### config.mk
export PLATFORM = sky130hd
export DESIGN_NAME = imm_decode_stage_flat
export DESIGN_NICKNAME = d
export VERILOG_FILES = /design/src/rtl/imm_decode_stage_pkg.sv /design/src/rtl/imm_decode_stage_if.sv /design/src/rtl/imm_decode_stage_format_decode.sv /design/src/rtl/imm_decode_stage.sv /design/src/flat_wrapper.sv
export SDC_FILE = /design/constraint.sdc
export NUM_CORES = 1
export LEC_CHECK = 0
export ABC_AREA = 1
export CORE_MARGIN = 2
export CORE_UTILIZATION = 52
export CTS_CLUSTER_DIAMETER = 200
export DETAILED_ROUTE_END_ITERATION = 6
export PLACE_DENSITY = 0.85
export SLEW_MARGIN = 20
export SYNTH_ARGS = -nofsm -noshare
export SYNTH_HDL_FRONTEND = slang
export SYNTH_HIERARCHICAL = 1
export SYNTH_SLANG_ARGS = --single-unit
### constraint.sdc
create_clock -name clk -period 6.4 [get_ports clk]
set_input_delay 1.6 -clock clk [delete_from_list [all_inputs] [get_ports clk]]
set_output_delay 1.6 -clock clk [all_outputs]
set_load 0.01 [all_outputs]
### src/rtl/imm_decode_stage_pkg.sv
// rtl/imm_decode_stage_pkg.sv - shared RV32I opcodes, format codes and opcode helper
package imm_decode_stage_pkg;

    localparam logic [6:0] OPC_LOAD     = 7'b0000011;
    localparam logic [6:0] OPC_MISC_MEM = 7'b0001111;
    localparam logic [6:0] OPC_OP_IMM   = 7'b0010011;
    localparam logic [6:0] OPC_AUIPC    = 7'b0010111;
    localparam logic [6:0] OPC_STORE    = 7'b0100011;
    localparam logic [6:0] OPC_OP       = 7'b0110011;
    localparam logic [6:0] OPC_LUI      = 7'b0110111;
    localparam logic [6:0] OPC_BRANCH   = 7'b1100011;
    localparam logic [6:0] OPC_JALR     = 7'b1100111;
    localparam logic [6:0] OPC_JAL      = 7'b1101111;
    localparam logic [6:0] OPC_SYSTEM   = 7'b1110011;

    typedef enum logic [2:0] {
        FMT_R  = 3'd0,
        FMT_I  = 3'd1,
        FMT_S  = 3'd2,
        FMT_B  = 3'd3,
        FMT_U  = 3'd4,
        FMT_J  = 3'd5,
        FMT_SH = 3'd6
    } fmt_e;

    // True for the eleven base RV32I major opcodes
    function automatic logic is_base_opcode(input logic [6:0] opc);
        case (opc)
            OPC_LOAD, OPC_MISC_MEM, OPC_OP_IMM, OPC_AUIPC, OPC_STORE, OPC_OP,
            OPC_LUI, OPC_BRANCH, OPC_JALR, OPC_JAL, OPC_SYSTEM: return 1'b1;
            default: return 1'b0;
        endcase
    endfunction

endpackage

### src/rtl/imm_decode_stage_if.sv
// rtl/imm_decode_stage_if.sv - input/output handshake bundle (optional out_illegal: IMM_ILLEGAL_DETECT_EN)
interface imm_decode_stage_if #(
    parameter int XLEN = 32
);
    logic            in_valid;
    logic            in_ready;
    logic [31:0]     in_inst;
    logic [XLEN-1:0] in_pc;
    logic            out_valid;
    logic            out_ready;
    logic [XLEN-1:0] out_imm;
    logic [2:0]      out_fmt;
    logic [XLEN-1:0] out_pc_rel;
`ifdef IMM_ILLEGAL_DETECT_EN
    logic            out_illegal;
`endif

    modport master (
        output in_valid, in_inst, in_pc, out_ready,
`ifdef IMM_ILLEGAL_DETECT_EN
        input  out_illegal,
`endif
        input  in_ready, out_valid, out_imm, out_fmt, out_pc_rel
    );

    modport slave (
        input  in_valid, in_inst, in_pc, out_ready,
`ifdef IMM_ILLEGAL_DETECT_EN
        output out_illegal,
`endif
        output in_ready, out_valid, out_imm, out_fmt, out_pc_rel
    );

endinterface

### src/rtl/imm_decode_stage_format_decode.sv
// rtl/imm_decode_stage_format_decode.sv - combinational inst -> {fmt, imm} (illegal flag: IMM_ILLEGAL_DETECT_EN)
module imm_format_decode
    import imm_decode_stage_pkg::*;
#(
    parameter int XLEN    = 32,
    parameter int SHAMT_W = 5
) (
    input  logic [31:0]     inst,
    output fmt_e            fmt,
`ifdef IMM_ILLEGAL_DETECT_EN
    output logic            illegal,
`endif
    output logic [XLEN-1:0] imm
);

    function automatic logic [XLEN-1:0] sext32(input logic [31:0] v);
        return XLEN'($signed(v));
    endfunction

    logic [6:0] opcode;
    logic [2:0] funct3;
    logic       bad;

    assign opcode = inst[6:0];
    assign funct3 = inst[14:12];

`ifdef IMM_ILLEGAL_DETECT_EN
    assign bad     = (inst[1:0] != 2'b11) || !is_base_opcode(opcode);
    assign illegal = bad;
`else
    assign bad = 1'b0;
`endif

    always_comb begin
        fmt = FMT_R;
        if (!bad) begin
            case (opcode)
                OPC_LOAD, OPC_JALR, OPC_SYSTEM: fmt = FMT_I;
                OPC_OP_IMM: fmt = (funct3 == 3'b001 || funct3 == 3'b101) ? FMT_SH : FMT_I;
                OPC_STORE:  fmt = FMT_S;
                OPC_BRANCH: fmt = FMT_B;
                OPC_LUI, OPC_AUIPC: fmt = FMT_U;
                OPC_JAL:    fmt = FMT_J;
                default:    fmt = FMT_R;
            endcase
        end
    end

    always_comb begin
        imm = '0;
        case (fmt)
            FMT_I:  imm = sext32({{20{inst[31]}}, inst[31:20]});
            FMT_S:  imm = sext32({{20{inst[31]}}, inst[31:25], inst[11:7]});
            FMT_B:  imm = sext32({{19{inst[31]}}, inst[31], inst[7], inst[30:25], inst[11:8], 1'b0});
            FMT_U:  imm = sext32({inst[31:12], 12'b0});
            FMT_J:  imm = sext32({{11{inst[31]}}, inst[31], inst[19:12], inst[20], inst[30:21], 1'b0});
            // funct7 (arithmetic-shift select) is deliberately left out of the amount
            FMT_SH: imm = XLEN'(inst[SHAMT_W+19:20]);
            default: imm = '0;
        endcase
    end

endmodule

### src/rtl/imm_decode_stage.sv
// rtl/imm_decode_stage.sv - registered immediate generator with 2-entry skid buffer (optional: IMM_ILLEGAL_DETECT_EN)
module imm_decode_stage
    import imm_decode_stage_pkg::*;
#(
    parameter int XLEN    = 32,
    parameter int SHAMT_W = 5
) (
    input  logic               clk,
    input  logic               reset,
    input  logic               flush,
    imm_decode_stage_if.slave  bus
);

    typedef struct packed {
        logic [XLEN-1:0] imm;
        logic [XLEN-1:0] pc_rel;
        fmt_e            fmt;
`ifdef IMM_ILLEGAL_DETECT_EN
        logic            illegal;
`endif
    } entry_t;

    fmt_e            dec_fmt;
    logic [XLEN-1:0] dec_imm;
    entry_t          new_entry;
    entry_t          head_q, head_d;
    entry_t          tail_q, tail_d;
    logic [1:0]      count_q, count_d;
    logic            push, pop;

`ifdef IMM_ILLEGAL_DETECT_EN
    logic            dec_illegal;
`endif

    imm_format_decode #(
        .XLEN    (XLEN),
        .SHAMT_W (SHAMT_W)
    ) u_dec (
        .inst    (bus.in_inst),
        .fmt     (dec_fmt),
`ifdef IMM_ILLEGAL_DETECT_EN
        .illegal (dec_illegal),
`endif
        .imm     (dec_imm)
    );

    always_comb begin
        new_entry        = '0;
        new_entry.imm    = dec_imm;
        new_entry.pc_rel = bus.in_pc + dec_imm;
        new_entry.fmt    = dec_fmt;
`ifdef IMM_ILLEGAL_DETECT_EN
        new_entry.illegal = dec_illegal;
`endif
    end

    assign bus.in_ready  = reset && (count_q < 2'd2);
    assign bus.out_valid = (count_q != 2'd0);
    assign push          = bus.in_valid && bus.in_ready;
    assign pop           = bus.out_valid && bus.out_ready;

    // head_q always drives the outputs, so an emptied buffer keeps showing the last entry
    always_comb begin
        head_d  = head_q;
        tail_d  = tail_q;
        count_d = count_q;
        if (flush) begin
            count_d = 2'd0;
        end else begin
            case (count_q)
                2'd0: begin
                    if (push) begin
                        head_d  = new_entry;
                        count_d = 2'd1;
                    end
                end
                2'd1: begin
                    if (push && pop) begin
                        head_d = new_entry;
                    end else if (push) begin
                        tail_d  = new_entry;
                        count_d = 2'd2;
                    end else if (pop) begin
                        count_d = 2'd0;
                    end
                end
                2'd2: begin
                    if (pop) begin
                        head_d  = tail_q;
                        count_d = 2'd1;
                    end
                end
                default: count_d = 2'd0;
            endcase
        end
    end

    always_ff @(posedge clk) begin
        if (!reset) begin
            count_q <= 2'd0;
            head_q  <= '0;
            tail_q  <= '0;
        end else begin
            count_q <= count_d;
            head_q  <= head_d;
            tail_q  <= tail_d;
        end
    end

    assign bus.out_imm    = head_q.imm;
    assign bus.out_pc_rel = head_q.pc_rel;
    assign bus.out_fmt    = head_q.fmt;
`ifdef IMM_ILLEGAL_DETECT_EN
    assign bus.out_illegal = head_q.illegal;
`endif

endmodule

### src/flat_wrapper.sv
// flat-port wrapper written by rule: the top's interface ports become plain ports
module imm_decode_stage_flat import imm_decode_stage_pkg::*;
#(
    parameter int XLEN    = 32,
    parameter int SHAMT_W = 5
)
  (clk, reset, flush, bus_in_valid, bus_in_inst, bus_in_pc, bus_out_ready, bus_in_ready, bus_out_valid, bus_out_imm, bus_out_fmt, bus_out_pc_rel);
  imm_decode_stage_if #(.XLEN(XLEN)) bus_i ();
  input  logic clk;
  input  logic reset;
  input  logic flush;
  input wire logic [$bits(bus_i.in_valid)-1:0] bus_in_valid;
  input wire logic [$bits(bus_i.in_inst)-1:0] bus_in_inst;
  input wire logic [$bits(bus_i.in_pc)-1:0] bus_in_pc;
  input wire logic [$bits(bus_i.out_ready)-1:0] bus_out_ready;
  output wire logic [$bits(bus_i.in_ready)-1:0] bus_in_ready;
  output wire logic [$bits(bus_i.out_valid)-1:0] bus_out_valid;
  output wire logic [$bits(bus_i.out_imm)-1:0] bus_out_imm;
  output wire logic [$bits(bus_i.out_fmt)-1:0] bus_out_fmt;
  output wire logic [$bits(bus_i.out_pc_rel)-1:0] bus_out_pc_rel;
  assign bus_i.in_valid = bus_in_valid;
  assign bus_i.in_inst = bus_in_inst;
  assign bus_i.in_pc = bus_in_pc;
  assign bus_i.out_ready = bus_out_ready;
  assign bus_in_ready = bus_i.in_ready;
  assign bus_out_valid = bus_i.out_valid;
  assign bus_out_imm = bus_i.out_imm;
  assign bus_out_fmt = bus_i.out_fmt;
  assign bus_out_pc_rel = bus_i.out_pc_rel;
  imm_decode_stage #(.XLEN(XLEN), .SHAMT_W(SHAMT_W)) u_core (.clk(clk), .reset(reset), .flush(flush), .bus(bus_i));
endmodule
### Word level (Yosys, flattened, before mapping)

Index checks and enable logic that the tools add are counted.

* flip-flop bits (word level): 136
* latch bits: 0
* memory bits (writable): 0
* memory bits (read-only): 0
* bits of input ports: 69
* word-level logic and storage cells: 63
* memories: 0

* add/subtract/negate cells: 1
* multiply operators: 0
* div/mod/pow operators: 0
* order comparisons: 1
* equality and inequality tests: 24
* shift operators: 0
* multiplexer cells: 13
* bitwise gates (word level): 3
* reduce and logical (&&, ||, !) cells: 14

Operators by type and width (count)
* $mux W67: 3
* $pmux W67 S3: 1
* $pmux W32 S6: 1
* $add A32 B32 Y32: 1
* $eq A7 B7 Y1 const B: 4
* $pmux W3 S6: 1
* $eq A7 B5 Y1 const B: 2
* $eq A7 B6 Y1 const B: 2
* $eq A3 B3 Y1 const B: 4
* $mux W2: 5
* $reduce_and A4 Y1: 2
* $eq A7 B2 Y1 const B: 1
* $eq A3 B1 Y1 const B: 2
* $eq A3 B2 Y1 const B: 2
* $ne A2 B1 Y1 const B: 3
* $pmux W2 S3: 1
* $reduce_and A5 Y1: 1
* $logic_and A1 B1 Y1: 4
* $reduce_or A2 Y1: 2
* $mux W3: 1
* $ne A3 B1 Y1 const B: 1
* $not A1 Y1: 3
* $reduce_bool A3 Y1: 1
* $reduce_or A3 Y1: 1
* other kinds (7): 7

### Longest topological paths before layout

Gate-level depths: netlist (run 1).

* depth in word-level cells: 9
* mapped depth: 23
* gate-level depth less buffers: 22

### Modules after synthesis

The synthesis (run 1) kept the hierarchy.

By module, submodules not included
* imm_decode_stage: times used 1, cells an instance 1227, area each 7722.4 um2, sequential area each 2722.6 um2
* imm_format_decode: times used 1, cells an instance 217, area each 1034.7 um2, sequential area each 0.0 um2

### Least setup slack after synthesis (run 1)

No wires, ideal clock.

* kind: input to register
* start point: in bus_in_inst[12]
* end point: reg u_core/tail_q[27] (netlist bit)
* library setup time: 0.109 ns
* arrival: 3.696 ns
* data required time: 6.291 ns
* path slack: 2.595 ns
* cell stages on the path: 21
* cell sequence: inv_1 > nor2_1 > inv_1 > nand2_1 > nand3_2 > buf_4 > nand2_1 > nand3_1 > fa_1 > nand3_1 > nand3_1 > nand2_1 > nand2_1 > nand2_1 > nand2_1 > nand2_1 > nand3_1 > nand2_1 > nand2_1 > nand2_1 > inv_1

* longest elaborated chain between the ends: 7
* elaborated cells on any way between the ends: 13
* those cells by class: add/sub: 1; eq/ne: 8; mux: 3; reduce/logical: 1

Ends and longest elaborated chain
* from (decl): line flat_wrapper.sv:13 `input wire logic [$bits(bus_i.in_inst)-1:0] bus_in_inst;`
* $eq A3 B1 Y1 / $eq A3 B3 Y1 (equally long branches): line imm_decode_stage_format_decode.sv:39 `OPC_OP_IMM: fmt = (funct3 == 3'b001 || funct3 == 3'b101) ? FMT_SH : FMT_I;`
* $logic_or A1 B1 Y1 *: line imm_decode_stage_format_decode.sv:39
* $mux W3 *: line imm_decode_stage_format_decode.sv:39
* $pmux W3 S6 *: line imm_decode_stage_format_decode.sv:37 `case (opcode)`
* $eq A3 B3 Y1 (tied with other cells): line imm_decode_stage_format_decode.sv:51 `case (fmt)`
* $pmux W32 S6 *: line imm_decode_stage_format_decode.sv:51
* net u_core.dec_imm[1]: line imm_decode_stage.sv:24 `logic [XLEN-1:0] dec_imm;`
* $add A32 B32 Y32 *: line imm_decode_stage.sv:50 `new_entry.pc_rel = bus.in_pc + dec_imm;`
* to (signal assigned): line imm_decode_stage.sv:106 `tail_q <= tail_d;`
* to (decl): line imm_decode_stage.sv:27 `entry_t tail_q, tail_d;`

Mark *: on every way through the listed nets, which the timed path passes. The rest lies on a longest branch.
A chain may end at the register's enable or synchronous reset.

### Final worst setup path (run 1)

* start point: in bus_in_inst[2]
* end point: reg u_core/tail_q[31] (netlist bit)

* longest elaborated chain between the ends: 6
* elaborated cells on any way between the ends: 20
* those cells by class: add/sub: 1; eq/ne: 15; mux: 2; reduce/logical: 2

Ends and longest elaborated chain (line)
* $eq A7 B2 Y1 (tied with other cells): imm_decode_stage_format_decode.sv:37
* $reduce_or A3 Y1 / $reduce_or A2 Y1 (equally long branches): imm_decode_stage_format_decode.sv:37
* $pmux W3 S6 *: imm_decode_stage_format_decode.sv:37
* $eq A3 B3 Y1 (tied with other cells): imm_decode_stage_format_decode.sv:51
* $pmux W32 S6 *: imm_decode_stage_format_decode.sv:51
* net u_core.dec_imm[25]: imm_decode_stage.sv:24
* $add A32 B32 Y32 *: imm_decode_stage.sv:50

Marks and branches as above.

==> reports/qor.tcl, run 1 <==
set qor(port_buffers) 137
set qor(synth_area_sq_mm) 0.00876
set qor(antenna_violating_nets_remaining) 0
set qor(globalRouteOverflowTotal) 0
set qor(root_buffer_cell) {sky130_fd_sc_hd__clkbuf_16}
set qor(track_usage_pct) 30.2
set qor(gpl.final_weighted_congestion) 0.975
set qor(number_of_nets_in_the_layout) 1643
set qor(crit_path_top_delay_cell) {sky130_fd_sc_hd__nor3_2}
set qor(hold_path.class) {reg2reg}
set qor(cts_buffer_depth) 2
set qor(top_layer_used) {met4}
set qor(critical_path_required_ns) 6.72
set qor(dieArea_sq_mm) 0.0179
set qor(route.final.wire_length_microns) 26800
set qor(post-cts-setup-buffer-count) 0
set qor(avgSynthCellArea_sq_um) 6.06
set qor(global_route_wire_length_before_repair_microns) 43400
set qor(powerDensity_mw_per_mm2) 215
set qor(core_region_area_sq_mm) 0.0165
set qor(areaGrowthSynthToFinish_pct) 22.8
set qor(initial_antenna_violation_count) 0
set qor(synth_area_leaders) {sky130_fd_sc_hd__dfxtp_1 (31%), sky130_fd_sc_hd__nand2_1 (17%), sky130_fd_sc_hd__nor2_1 (9.2%)}
set qor(critical_path.max_stage_delay_ns) 0.56
set qor(initial_utilization_pct) 53.0
set qor(cts_sinks) 136
set qor(cts-htree-levels) 4
set qor(crit_path_max_fanout) 21
set qor(synth_top_area_share_pct) 31.1
set qor(met2RoutedLength_microns) 12900
set qor(post_cts_resize_count) 0
set qor(slew_headroom_pct) 33.0
set qor(maximum_vdd_drop_v) 0.000185
set qor(total_power_uw) 2310
set qor(hold_start) {u_core/tail_q[66]}
set qor(final_period_minus_worst_setup_slack_ns) 4.89
set qor(final_critical_path_setup_slack_ns) 1.51
set qor(status) {completed}
set qor(report.final.hold_viol_count) 0
set qor(grt_start_max_net_pins) 114
set qor(core.rowCount) 47
set qor(post_cts_hold_buffer_count) 0
set qor(vias_in_the_first_global_route) 8823
set qor(area_used_by_multi_input_combinational_logic_sq_mm) 0.00498
set qor(filler_cell_count) 1522
set qor(tns_ns) 0
set qor(synth_area_leader_cell) {sky130_fd_sc_hd__dfxtp_1}
set qor(setup_violations) 0
set qor(finalMaxSlewViolations) 0
set qor(worst_setup_hold_path_clk_slew_ns) 0.06
set qor(synth_top_cells_by_count) {sky130_fd_sc_hd__nand2_1 (392), sky130_fd_sc_hd__nor2_1 (215), sky130_fd_sc_hd__inv_1 (182)}
set qor(distinct_cells_synth) 33
set qor(detailroute.via_count) 9390
set qor(die_width_microns) 134
set qor(fin_crit_sh_pct) 76.4
set qor(ff_latch_count_synth) 136
set qor(synth.yosys.warnings) 6
set qor(fmaxAchievable_mhz) 204
set qor(timing.max_cap.violations) 0
set qor(die-height_microns) 134
set qor(detail_route.iter0.violations) 1063
set qor(detail_route.vias_per_cell) 5.29
set qor(preCtsSetupSlack_ns) 1.16
set qor(met3RoutedLength_microns) 1690
set qor(antenna_cells) 0
set qor(drt_pre_antenna_iters) 5
set qor(route.detailed.drc) 0
set qor(endpoint_kind) {flip-flop}
set qor(number_of_flops_mapped_to_enable_cells_by_yosys) 0
set qor(hpwlAfterDp_microns) 19300
set qor(clock_insertion_delay_worst_skew_ns) 0.43
set qor(seqCellArea_sq_mm) 0.00272
set qor(cp-start-kind) {input port}
set qor(post_synth_inst_count) 1444
set qor(drt-wirelength-per-cell_microns) 15.1
set qor(drive_above_1_share_pct) 4.63
set qor(total_leakage_power_uw) 0.00537
set qor(timing.setup.critical_path_class) {in2reg}
set qor(worstMarginPinSlew_ns) 1.01
set qor(whs_ns) 0.482
set qor(worst_clock_skew_ns) 0.00742
set qor(synth.most_common_cell) {sky130_fd_sc_hd__nand2_1}
set qor(cp.arrival_ns) 5.21
set qor(path_common_cell) {sky130_fd_sc_hd__nand2_1}
set qor(cts_tree) {done}
set qor(clock_buffers_created_by_tritoncts) 17
set qor(sequential_area_share_after_synthesis_pct) 31.1
set qor(unrepaired_setup_endpoints_after_global_routing) {false}
set qor(final_core_util_pct) 65.1
set qor(synth_ff_type) {sky130_fd_sc_hd__dfxtp_1}
set qor(cp-startpoint) {bus_in_inst[2]}
set qor(number_of_placed_i_o_pins) 138
set qor(crit-reg2reg-launch) {u_core/count_q[1]}
set qor(worstPathCellList) {clkdlybuf4s50_1 -> inv_1 -> nor3_2 -> nand2_1 -> nand3_2 -> nand2_2 -> nand3_1 -> ha_1 -> a21oi_1 -> nor2_1 -> nor2_1 -> nand2_1 -> a21oi_1 -> nand3_1 -> nand2_1 -> nand2_1 -> nand2_1 -> inv_1}
set qor(postSynth.asyncResetShare_pct) 0
set qor(postSynthNetCount) 1545
set qor(wirelength_met1_microns) 11400
-- stage by stage --
| step | area, sq um | instances |
|---|---|---|
| floorplan | 8760 | 1444 |
| global placement | 10100 | 1743 |
| detailed placement | 10100 | 1743 |
| CTS | 10800 | 1775 |
| global route | 10800 | 1775 |
| finish | 10800 | 1775 |
-- final timing paths --
path,to,cells past startpoint,slack [ns]
max,u_core/tail_q[31],18,1.51
min,u_core/tail_q[66],2,0.48
max reg2reg,u_core/tail_q[41],9,3.75
min reg2reg,u_core/tail_q[66],2,0.48
-- report_power, final --
part	switching [uW]	leakage [uW]	internal, uW	total, uW
registers	19.4	0.00111	882	901
logic	212	0.00397	164	376
clock network	388	0.000295	644	1030
total	620	0.00537	1690	2310
-- worst max-delay path, delay by kind of cell --
| kind | cells | cell delay (ns) |
|---|---|---|
| simple gates | 12 | 2.19 |
| fa+ha+maj | 1 | 0.35 |
| buf+inv | 3 | 0.59 |
| compound gates | 2 | 0.47 |
-- metal layers --
layer  GRT usage [%]  vias up
met4            12.3        0
li1                -     4773
met2            51.8      359
met5               0        -
met3            4.99       60
met1            37.8     4198
-- cells in the final DEF, fill, tap and decap left out, types with 14 or more instances in the layout --
cell type                         synthesis  layout
sky130_fd_sc_hd__nand2_1                392     392
sky130_fd_sc_hd__dfxtp_1                136     136
sky130_fd_sc_hd__inv_1                  182     181
sky130_fd_sc_hd__o21ai_0                113     113
sky130_fd_sc_hd__nand3_1                 95      95
sky130_fd_sc_hd__o21ai_1                 14      14
sky130_fd_sc_hd__nor2_1                 215     214
sky130_fd_sc_hd__a21oi_1                 88      88
sky130_fd_sc_hd__ha_1                    31      31
sky130_fd_sc_hd__a31oi_1                 38      38
sky130_fd_sc_hd__clkdlybuf4s50_1          0     136
sky130_fd_sc_hd__clkbuf_16                0      17
-- final cells by class --
type                            instances  area share [%]
Multi-Input combinational cell       1052            46.3
Timing Repair Buffer                  147            13.5
Inverter                              188            6.56
Clock buffer                           21            4.37
Clock inverter                         11            1.35
Tap cell                              220            2.56
Sequential cell                       136            25.3
-- kinds of logic (layout without fill, tap and decap cells) --
| logic type | Yosys count | after routing | share of synthesized area (%) |
|---|---|---|---|
| and+or+nand+nor | 744 | 744 | 35.0 |
| AOI/OAI and AO/OA | 260 | 260 | 15.6 |
| adders and majority gates | 32 | 32 | 4.66 |
| xor gates and xnor gates | 16 | 16 | 1.60 |
| DFF | 136 | 136 | 31.1 |
| buffers and inverters | 256 | 367 | 12.1 |
-- flip-flops by register name, indices dropped and copies added (netlist names) --
register,flops
u_core/bus.out_fmt,3
u_core/bus.out_pc_rel,32
u_core/tail_q,67
u_core/count_q,2
u_core/bus.out_imm,32
No activity file was read; power rests on OpenSTA's default activity.
==> inputs of run 2 (changes only) <==
Settings changed: CORE_UTILIZATION 52 to 50.
Clock period 6.4 ns to 4.3 ns, I/O delays scaled along.
==> run 2 against run 1 <==
  * Die area rose by 3.9%
  * Register-to-register slack got worse by 1.7 ns
  * Sequential cell count did not move
  * Sequential power rose by 49%
  * First-iteration DRC count fell by 9.2%
  * Clock skew fell by 0.00062 ns
  * Worst setup slack got worse by 1.1 ns
  * Sequential share of layout area fell by 0.66 points
  * Critical endpoint is now u_core/bus.out_pc_rel[24]
==> reports/qor.tcl, run 2 (same netlist as run 1, synthesis figures left out) <==
set qor(hpwlAfterDp_microns) 19500 ;# +1.2%
set qor(r2r_setup_slack_ns) 2.10 ;# -1.65 ns
set qor(grt_start_max_net_pins) 114 ;# unchanged
set qor(total_leakage_power_uw) 0.00555 ;# +3.3%
set qor(layout.cells.most_common) {sky130_fd_sc_hd__nand2_1}
set qor(worst_setup_hold_path_clk_slew_ns) 0.06 ;# about the same
set qor(filler_cell_count) 1599 ;# +5.1%
set qor(critical_path_required_ns) 4.66 ;# -2.06 ns
set qor(detail_route.vias_per_cell) 5.28 ;# -0.11%
set qor(crit-reg2reg-launch) {u_core/count_q[0]}
set qor(worstHoldEndpoint) {u_core/bus.out_fmt[1]}
set qor(antenna_violating_nets_remaining) 0 ;# unchanged
set qor(root_buffer_cell) {sky130_fd_sc_hd__clkbuf_16}
set qor(reg2regPathDepth) 9 ;# unchanged
set qor(slew_headroom_pct) 33.5 ;# +0.52 points
set qor(drt-wirelength-per-cell_microns) 15.1 ;# +0.15%
set qor(cp.arrival_ns) 4.25 ;# -0.96 ns
set qor(hold_start) {u_core/tail_q[1]}
set qor(preCtsSetupSlack_ns) 0.0491 ;# -1.11 ns
set qor(hold_path.class) {reg2reg}
set qor(mostFrequentLayoutCells) {sky130_fd_sc_hd__nand2_1 (392), sky130_fd_sc_hd__nor2_1 (214), sky130_fd_sc_hd__inv_1 (181)}
set qor(track_usage_pct) 30.1 ;# -0.051 points
set qor(drive_above_1_share_pct) 6.67 ;# +2.0 points
set qor(flip_flop_count_of_the_largest_register_after_layout) 67 ;# unchanged
set qor(tns_ns) 0 ;# unchanged
set qor(final_critical_path_setup_slack_ns) 0.409 ;# -1.10 ns
set qor(cts_sinks) 136 ;# unchanged
set qor(fmaxAchievable_mhz) 257
set qor(crit_path_max_fanout) 11 ;# -48%
set qor(wirelength_met1_microns) 11800 ;# +3.7%
set qor(maximum_vdd_drop_v) 0.000339 ;# +83%
set qor(route.final.wire_length_microns) 27400 ;# +2.3%
set qor(initial_utilization_pct) 50.8 ;# -2.2 points
set qor(final_period_minus_worst_setup_slack_ns) 3.89
set qor(gpl.final_weighted_congestion) 1.02 ;# +4.5%
set qor(endpoint_kind) {flip-flop}
set qor(post_cts_resize_count) 0 ;# unchanged
set qor(status) {completed}
set qor(timing.setup.critical_path_class) {in2reg}
set qor(areaGrowthSynthToFinish_pct) 26.1
set qor(post_cts_hold_buffer_count) 0 ;# unchanged
set qor(die_width_microns) 136 ;# +1.9%
set qor(core_region_area_sq_mm) 0.0172 ;# +4.3%
set qor(cp-start-kind) {input port}
set qor(top_layer_used) {met4}
set qor(cts_buffer_depth) 2 ;# unchanged
set qor(report.final.hold_viol_count) 0 ;# unchanged
set qor(setup_violations) 0 ;# unchanged
set qor(worstReg2RegEnd) {u_core/bus.out_imm[0]}
set qor(number_of_placed_i_o_pins) 138 ;# unchanged
set qor(dieArea_sq_mm) 0.0186 ;# +3.9%
set qor(antenna_cells) 0 ;# unchanged
set qor(cts_tree) {done}
set qor(worst_clock_skew_ns) 0.00680 ;# -0.000619 ns
set qor(port_buffers) 137 ;# unchanged
set qor(clock_insertion_delay_worst_skew_ns) 0.43 ;# about the same
set qor(clock_buffers_created_by_tritoncts) 17 ;# unchanged
set qor(initial_antenna_violation_count) 0 ;# unchanged
set qor(globalRouteOverflowTotal) 0 ;# unchanged
set qor(route.detailed.drc) 0 ;# unchanged
set qor(powerDensity_mw_per_mm2) 315 ;# +47%
set qor(number_of_nets_in_the_layout) 1677 ;# +2.1%
set qor(total_power_uw) 3480 ;# +51%
set qor(die-height_microns) 136 ;# +1.9%
set qor(post-cts-setup-buffer-count) 0 ;# unchanged
set qor(drt_pre_antenna_iters) 5 ;# unchanged
set qor(worst_hold_path.num_cells) 2 ;# unchanged
set qor(top_register_by_number_of_flip_flops) {u_core/tail_q}
set qor(met2RoutedLength_microns) 13200 ;# +2.4%
set qor(fin_crit_sh_pct) 90.5
set qor(detail_route.iter0.violations) 965 ;# -9.2%
set qor(vias_in_the_first_global_route) 8763 ;# -0.68%
set qor(timing.max_cap.violations) 0 ;# unchanged
set qor(cts-htree-levels) 4 ;# unchanged
set qor(global_route_wire_length_before_repair_microns) 44000 ;# +1.5%
set qor(core.rowCount) 48 ;# +2.1%
set qor(finalMaxSlewViolations) 0 ;# unchanged
set qor(detailroute.via_count) 9586 ;# +2.1%
set qor(met3RoutedLength_microns) 1680 ;# -0.41%
set qor(worstMarginPinSlew_ns) 0.997 ;# -0.00786 ns
set qor(unrepaired_setup_endpoints_after_global_routing) {false}
run 2: cell count changes in the layout (fill, tap and decap cells not counted):
cell	delta
sky130_fd_sc_hd__buf_4	+32
sky130_fd_sc_hd__buf_12	+2
sky130_fd_sc_hd__clkbuf_8	-3
sky130_fd_sc_hd__inv_6	+3
sky130_fd_sc_hd__clkinv_2	-3
sky130_fd_sc_hd__inv_8	+2
sky130_fd_sc_hd__clkinvlp_4	+1
run 2: where the power goes:
group | total [uW] | leakage [uW] | internal, uW | switching [uW]
clock network | 1560 | 0.000288 | 928 | 631
registers | 1340 | 0.00111 | 1310 | 30.6
logic | 581 | 0.00415 | 261 | 320
run 2: area by class of cell:
| type | instances | area, sq um | share of cell area, % |
|---|---|---|---|
| timing repair buffer | 181 | 1730 | 15.7 |
| clock buffer | 18 | 429 | 3.89 |
| clock inverter | 14 | 186 | 1.69 |
| inverter | 188 | 706 | 6.39 |
| sequential | 136 | 2720 | 24.7 |
| tap | 225 | 282 | 2.55 |
| multi-input combinational | 1052 | 4980 | 45.1 |
run 2: critical path: stages:
cell and delay (ns):
sky130_fd_sc_hd__clkdlybuf4s50_1 0.51, sky130_fd_sc_hd__inv_1 0.10, sky130_fd_sc_hd__nand3_2 0.09, sky130_fd_sc_hd__inv_2 0.09, sky130_fd_sc_hd__nand2_1 0.32, sky130_fd_sc_hd__nor2_1 0.08, sky130_fd_sc_hd__nor2_1 0.13, sky130_fd_sc_hd__nand3_1 0.23
sky130_fd_sc_hd__fa_1 0.54, sky130_fd_sc_hd__nand3_1 0.11, sky130_fd_sc_hd__nand3_1 0.14, sky130_fd_sc_hd__nand2_1 0.10, sky130_fd_sc_hd__nand2_1 0.09, sky130_fd_sc_hd__nand2_1 0.07, sky130_fd_sc_hd__nand2_1 0.09, sky130_fd_sc_hd__nand2_1 0.11
sky130_fd_sc_hd__nand2_1 0.05, sky130_fd_sc_hd__nand2_1 0.08, sky130_fd_sc_hd__nand3_1 0.07, sky130_fd_sc_hd__a21oi_1 0.18
run 2: worst max-delay path by stage:
stage                         start                         to  slack, ns  cells after the start
CTS                  bus_in_inst[4]  u_core/bus.out_pc_rel[24]       0.48                     20
detailed placement   bus_in_inst[4]  u_core/bus.out_pc_rel[24]       0.05                     20
global route         bus_in_inst[4]  u_core/bus.out_pc_rel[24]       0.14                     20
global placement     bus_in_inst[4]          u_core/tail_q[26]        0.1                     21
floorplan           bus_in_inst[12]          u_core/tail_q[27]       1.02                     21
finish               bus_in_inst[4]  u_core/bus.out_pc_rel[24]       0.41                     20
run 2: per-stage QoR:
| stage | hold slack (ns) | util (%) | std cells | area [sq um] |
|---|---|---|---|---|
| 6_report | 0.481 | 64.1 | 1814 | 11000 |
| 5_1_grt | 0.494 | 64.1 | 1814 | 11000 |
| 4_1_cts | 0.484 | 64.1 | 1814 | 11000 |
| 3_5_place_dp | 0.473 | 60.5 | 1782 | 10400 |
| 3_3_place_gp | 0.462 | 60.5 | 1782 | 10400 |
| 2_1_floorplan | 0.455 | - | 1444 | 8760 |
run 2: routing by layer:
layer / track usage (%) / vias to the layer above
li1: - / 4838
met1: 38.6 / 4304
met2: 51.5 / 393
met5: 0 / -
met3: 4.47 / 51
met4: 10.4 / 0
==> inputs of run 3 (changes only) <==
Settings changed: HOLD_SLACK_MARGIN set to 0.08.
==> results of run 3 <==
The final DEF is identical to that of run 2; final timing and power are the same.
